<file path="src/rtl/sc_scorecounter.sv">
// sc_scorecounter
// Multi-digit BCD up/down score counter with edge-detected active-low
// requests, configurable upper bound, saturate-or-wrap behaviour and sticky
// overflow/underflow flags.
//
// Ports:
//   SC_SCORECOUNTER_CLOCK_50           system clock, rising edge
//   SC_SCORECOUNTER_RESET_InLow        synchronous reset, active-low
//   SC_SCORECOUNTER_upcount_InLow      increment request, counts on falling edge
//   SC_SCORECOUNTER_downcount_InLow    decrement request, counts on falling edge
//   SC_SCORECOUNTER_clear_InLow        synchronous clear, level-sensitive
//   SC_SCORECOUNTER_data_OutBUS        BCD value, units digit in [3:0]
//   SC_SCORECOUNTER_max_OutHigh        value == MAXVALUE
//   SC_SCORECOUNTER_zero_OutHigh       value == 0
//   SC_SCORECOUNTER_overflow_OutHigh   sticky: up event seen at MAXVALUE
//   SC_SCORECOUNTER_underflow_OutHigh  sticky: down event seen at 0
module sc_scorecounter #(
   parameter int unsigned SCORECOUNTER_DIGITS   = 2,
   parameter int unsigned SCORECOUNTER_MAXVALUE = 99,
   parameter bit          SCORECOUNTER_SATURATE = 1'b1
) (
   input  logic                               SC_SCORECOUNTER_CLOCK_50,
   input  logic                               SC_SCORECOUNTER_RESET_InLow,
   input  logic                               SC_SCORECOUNTER_upcount_InLow,
   input  logic                               SC_SCORECOUNTER_downcount_InLow,
   input  logic                               SC_SCORECOUNTER_clear_InLow,
   output logic [4*SCORECOUNTER_DIGITS-1:0]   SC_SCORECOUNTER_data_OutBUS,
   output logic                               SC_SCORECOUNTER_max_OutHigh,
   output logic                               SC_SCORECOUNTER_zero_OutHigh,
   output logic                               SC_SCORECOUNTER_overflow_OutHigh,
   output logic                               SC_SCORECOUNTER_underflow_OutHigh
);

   localparam int unsigned W = 4 * SCORECOUNTER_DIGITS;

   // Elaboration-time conversion of the decimal bound to its BCD pattern.
   function automatic logic [W-1:0] to_bcd(input int unsigned v);
      logic [W-1:0] r;
      int unsigned  t;
      r = '0;
      t = v;
      for (int unsigned i = 0; i < SCORECOUNTER_DIGITS; i++) begin
         r[4*i +: 4] = 4'(t % 10);
         t           = t / 10;
      end
      return r;
   endfunction

   localparam logic [W-1:0] MAX_BCD = to_bcd(SCORECOUNTER_MAXVALUE);

   logic [W-1:0] value;
   logic [W-1:0] value_inc;
   logic [W-1:0] value_dec;
   logic         prev_up;
   logic         prev_down;
   logic         overflow;
   logic         underflow;
   logic         up_event;
   logic         down_event;
   logic         at_max;
   logic         at_zero;

   assign up_event   = prev_up   & ~SC_SCORECOUNTER_upcount_InLow;
   assign down_event = prev_down & ~SC_SCORECOUNTER_downcount_InLow;
   assign at_max     = (value == MAX_BCD);
   assign at_zero    = (value == '0);

   // Ripple BCD increment/decrement: a digit only moves while a carry/borrow
   // is still propagating from the units digit.
   always_comb begin
      logic       carry;
      logic       borrow;
      logic [3:0] dig;
      value_inc = value;
      value_dec = value;
      carry     = 1'b1;
      borrow    = 1'b1;
      for (int unsigned i = 0; i < SCORECOUNTER_DIGITS; i++) begin
         dig = value[4*i +: 4];
         if (carry) begin
            if (dig == 4'd9) begin
               value_inc[4*i +: 4] = 4'd0;
            end else begin
               value_inc[4*i +: 4] = dig + 4'd1;
               carry               = 1'b0;
            end
         end
         if (borrow) begin
            if (dig == 4'd0) begin
               value_dec[4*i +: 4] = 4'd9;
            end else begin
               value_dec[4*i +: 4] = dig - 4'd1;
               borrow              = 1'b0;
            end
         end
      end
   end

   always_ff @(posedge SC_SCORECOUNTER_CLOCK_50) begin
      if (!SC_SCORECOUNTER_RESET_InLow) begin
         value     <= '0;
         overflow  <= 1'b0;
         underflow <= 1'b0;
         prev_up   <= 1'b1;
         prev_down <= 1'b1;
      end else begin
         // Edge history keeps tracking during clear so a request held
         // through clear does not fire again when clear is released.
         prev_up   <= SC_SCORECOUNTER_upcount_InLow;
         prev_down <= SC_SCORECOUNTER_downcount_InLow;
         if (!SC_SCORECOUNTER_clear_InLow) begin
            value     <= '0;
            overflow  <= 1'b0;
            underflow <= 1'b0;
         end else if (up_event && !down_event) begin
            if (!at_max) begin
               value <= value_inc;
            end else begin
               overflow <= 1'b1;
               if (!SCORECOUNTER_SATURATE) value <= '0;
            end
         end else if (down_event && !up_event) begin
            if (!at_zero) begin
               value <= value_dec;
            end else begin
               underflow <= 1'b1;
               if (!SCORECOUNTER_SATURATE) value <= MAX_BCD;
            end
         end
      end
   end

   assign SC_SCORECOUNTER_data_OutBUS       = value;
   assign SC_SCORECOUNTER_max_OutHigh       = at_max;
   assign SC_SCORECOUNTER_zero_OutHigh      = at_zero;
   assign SC_SCORECOUNTER_overflow_OutHigh  = overflow;
   assign SC_SCORECOUNTER_underflow_OutHigh = underflow;

endmodule

</file>
<file path="config.mk">
export PLATFORM = sky130hd
export DESIGN_NAME = sc_scorecounter
export DESIGN_NICKNAME = d
export VERILOG_FILES = /design/src/rtl/sc_scorecounter.sv
export SDC_FILE = /design/constraint.sdc
export NUM_CORES = 1
export LEC_CHECK = 0
export ABC_AREA = 1
export CAP_MARGIN = 20
export CORE_UTILIZATION = 50
export DETAILED_ROUTE_END_ITERATION = 8
export GPL_TIMING_DRIVEN = 0
export PLACE_DENSITY_LB_ADDON = 0.15
export SLEW_MARGIN = 5
export SYNTH_ARGS = -nofsm -noshare
export SYNTH_HDL_FRONTEND = slang
export SYNTH_SLANG_ARGS = --single-unit
</file>
<file path="constraint.sdc">
create_clock -name SC_SCORECOUNTER_CLOCK_50 -period 2.9 [get_ports SC_SCORECOUNTER_CLOCK_50]
set_clock_uncertainty 0.05 [all_clocks]
set_input_delay 0.58 -clock SC_SCORECOUNTER_CLOCK_50 [delete_from_list [all_inputs] [get_ports SC_SCORECOUNTER_CLOCK_50]]
set_output_delay 0.58 -clock SC_SCORECOUNTER_CLOCK_50 [all_outputs]
set_load 0.05 [all_outputs]
</file>
==> flow_metrics.env <==
export IMPL_status="finished clean"
export IMPL_gr_usage_all_layers_pct=20.1
export IMPL_antenna_cells=0
export IMPL_required_ns=2.27
export IMPL_place_area_um2=1100
export IMPL_hpwl_um=1370
export IMPL_netlist_area_um2=913
export IMPL_avgRoutedWirePerCell_um=9.18
export IMPL_grt_pass1_vias=742
export IMPL_hold_ws_ns=0.405
export IMPL_drtPass1Iterations=4
export IMPL_holdBufCountCts=0
export IMPL_clockBufferDepth=2
export IMPL_p_leak_nw=0.491
export IMPL_holdPathStages=2
export IMPL_gp_congestion=0.821
export IMPL_io_pins=17
export IMPL_dp_cells=179
export IMPL_fin_crit_ns=2.62
export IMPL_cts_made_buffers=3
export IMPL_vias=848
export IMPL_tns_ns=0
export IMPL_antenna_found_initial=0
export IMPL_ys_seq_area_share_pct=26.3
export IMPL_slowest_delay_ns=0.82
export IMPL_initial_core_util_pct=52.9
export IMPL_fin_cells=182
export IMPL_nFillCells=174
export IMPL_die_width_um=44.7
export IMPL_cts_setup_buffers=0
export IMPL_worst_setup_path_type="reg2out"
export IMPL_areaGrowthSynthToFinish_pct=23.4
export IMPL_critPathLaunchType="flop"
export IMPL_fp_row_count=15
export IMPL_drtAntennaViolNets=0
export IMPL_slew_headroom_pct=66.8
export IMPL_path_cells="nand2_1, nor2_4, inv_2, nor3_1, clkdlybuf4s50_1"
export IMPL_path_max_fanout=6
export IMPL_clk_latency_ns=0.26
export IMPL_cts_resized=0
export IMPL_grt_max_degree=10
export IMPL_synth_nets=145
export IMPL_wirelength_um=1670
export IMPL_ff2ff_path_depth=11
export IMPL_drtIter0Drc=15
export IMPL_clk_pin_slew_worst_paths_ns=0.07
export IMPL_clock_sinks=12
export IMPL_end_kind="primary output"
export IMPL_fmax_mhz=381
export IMPL_htreeDepth=1
export IMPL_cts_tree="done"
export IMPL_rsz0062_at_grt="no"
export IMPL_root_buffer="clkbuf_4"
export IMPL_cp_arrival_ns=1.99
export IMPL_fin_area_um2=1130
export IMPL_synth_cells=138
export IMPL_worst_pin_slew_ns=0.497
export IMPL_ys_ff_latch=12
export IMPL_yosys_warnings=0
export IMPL_cpMaxStageDelayCell="clkdlybuf4s50_1"
export IMPL_drv_cap=0
export IMPL_die_area_um2=2000
export IMPL_avgViaCountPerCell=4.66
export IMPL_nNetsFinal=166
export IMPL_fin_ws_ns=0.275
export IMPL_grt_pass1_wl_um=2950
export IMPL_fin_crit_sh_pct=90.5
export IMPL_power_density_nw_per_um2=486
export IMPL_avgSynthCellArea_um2=6.62
export IMPL_slew_violations=0
export IMPL_core_um2=1730
export IMPL_hold_viol=0
export IMPL_die_h_um=44.7
export IMPL_ys_types=23
export IMPL_io_buffers=16
export IMPL_drc_errors=0
export IMPL_grt_overflow_total=0
export IMPL_peakVddDrop_uv=398
export IMPL_worst_hold_path_type="reg2reg"
export IMPL_finalSetupViolations=0
export IMPL_drive_gt1_share_pct=19.7
export IMPL_dpl_worst_slack_ns=0.499
-- final cells by class --
cell class / instances / area [um^2] / share of cell area [%]
multi-input combinational: 101 / 559 / 49.6
sequential: 12 / 240 / 21.3
timing repair buffer: 16 / 160 / 14.2
inverter: 23 / 88.8 / 7.88
tap: 25 / 31.3 / 2.77
buffer: 2 / 25.0 / 2.22
clock buffer: 3 / 22.5 / 2.00
-- flip-flops by register name, indices dropped and copies added (netlist names) --
register                           flops
SC_SCORECOUNTER_data_OutBUS            8
SC_SCORECOUNTER_overflow_OutHigh       1
SC_SCORECOUNTER_underflow_OutHigh      1
prev_down                              1
prev_up                                1
-- Yosys cell counts (all sizes together) --
master | instances | area [um^2]
nor3 | 2 | 10.0
ha | 2 | 25.0
nor2 | 23 | 141
o21ai | 7 | 35.0
clkbuf | 1 | 13.8
xor2 | 1 | 8.76
buf | 1 | 11.3
inv | 23 | 88.8
a21oi | 8 | 43.8
nand3 | 9 | 70.1
nand4 | 2 | 12.5
nand2 | 46 | 205
dfxtp | 12 | 240
a21o | 1 | 7.51
-- worst paths after layout --
path / start / to / slack (ns)
setup / recovery: SC_SCORECOUNTER_data_OutBUS[0]$_SDFFE_PN0P_ / SC_SCORECOUNTER_max_OutHigh / 0.28
hold / removal: SC_SCORECOUNTER_underflow_OutHigh$_SDFFE_PN0P_ / SC_SCORECOUNTER_underflow_OutHigh$_SDFFE_PN0P_ / 0.41
setup reg to reg: prev_up$_SDFF_PN1_ / SC_SCORECOUNTER_data_OutBUS[4]$_SDFFE_PN0P_ / 1.30
hold reg to reg: SC_SCORECOUNTER_underflow_OutHigh$_SDFFE_PN0P_ / SC_SCORECOUNTER_underflow_OutHigh$_SDFFE_PN0P_ / 0.41
-- cell families (layout without fill, tap and decap cells) --
| logic type | Yosys count | count (layout) | share of synthesized area (%) |
|---|---|---|---|
| flip-flops | 12 | 12 | 26.3 |
| AND/OR/NAND/NOR | 82 | 82 | 48.1 |
| AO/OA/AOI/OAI | 16 | 16 | 9.45 |
| buffers and inverters | 25 | 44 | 12.5 |
| XOR/XNOR | 1 | 1 | 0.959 |
| adder cells (fa/ha/maj) | 2 | 2 | 2.74 |
-- through the flow --
step           power, mW  utilization (%)
6_report           0.548             65.3
5_1_grt            0.588             65.3
4_1_cts            0.556             65.3
3_5_place_dp       0.457             64.0
3_3_place_gp       0.451             64.0
2_1_floorplan      0.398                -
-- per-layer routing --
layer  vias to the layer above  global-route usage [%]  share of wire (%)
met4                         0                    12.7                2.2
met2                        16                    31.5                 46
met5                         -                       0                  0
li1                        464                       -                  -
met1                       364                    26.4                 50
met3                         4                    2.00                2.5
-- power by group --
| group | total, mW | internal, mW | leakage (nW) | switching [mW] |
|---|---|---|---|---|
| clock network | 0.0980 | 0.0480 | 0.0138 | 0.0500 |
| logic | 0.260 | 0.0918 | 0.380 | 0.168 |
| registers | 0.190 | 0.175 | 0.0978 | 0.0152 |
| total | 0.548 | 0.315 | 0.491 | 0.234 |
-- layout by cell type (no fill, tap or decap), types with 4 or more instances in the layout --
cell | netlist | routed
a21oi_1 | 7 | 7
clkdlybuf4s50_1 | 0 | 16
dfxtp_1 | 12 | 12
inv_1 | 17 | 17
inv_2 | 5 | 5
nand2_1 | 37 | 37
nand2_2 | 7 | 7
nand3_1 | 7 | 7
nor2_1 | 15 | 15
nor2_4 | 7 | 7
o21ai_0 | 4 | 4
-- worst max-delay path, delay by kind of cell (launching register included) --
family	cells	cell delay [ns]
buf+inv	2	0.87
flops	1	0.45
simple gates	3	0.40
No activity file was read; power rests on OpenSTA's default activity.
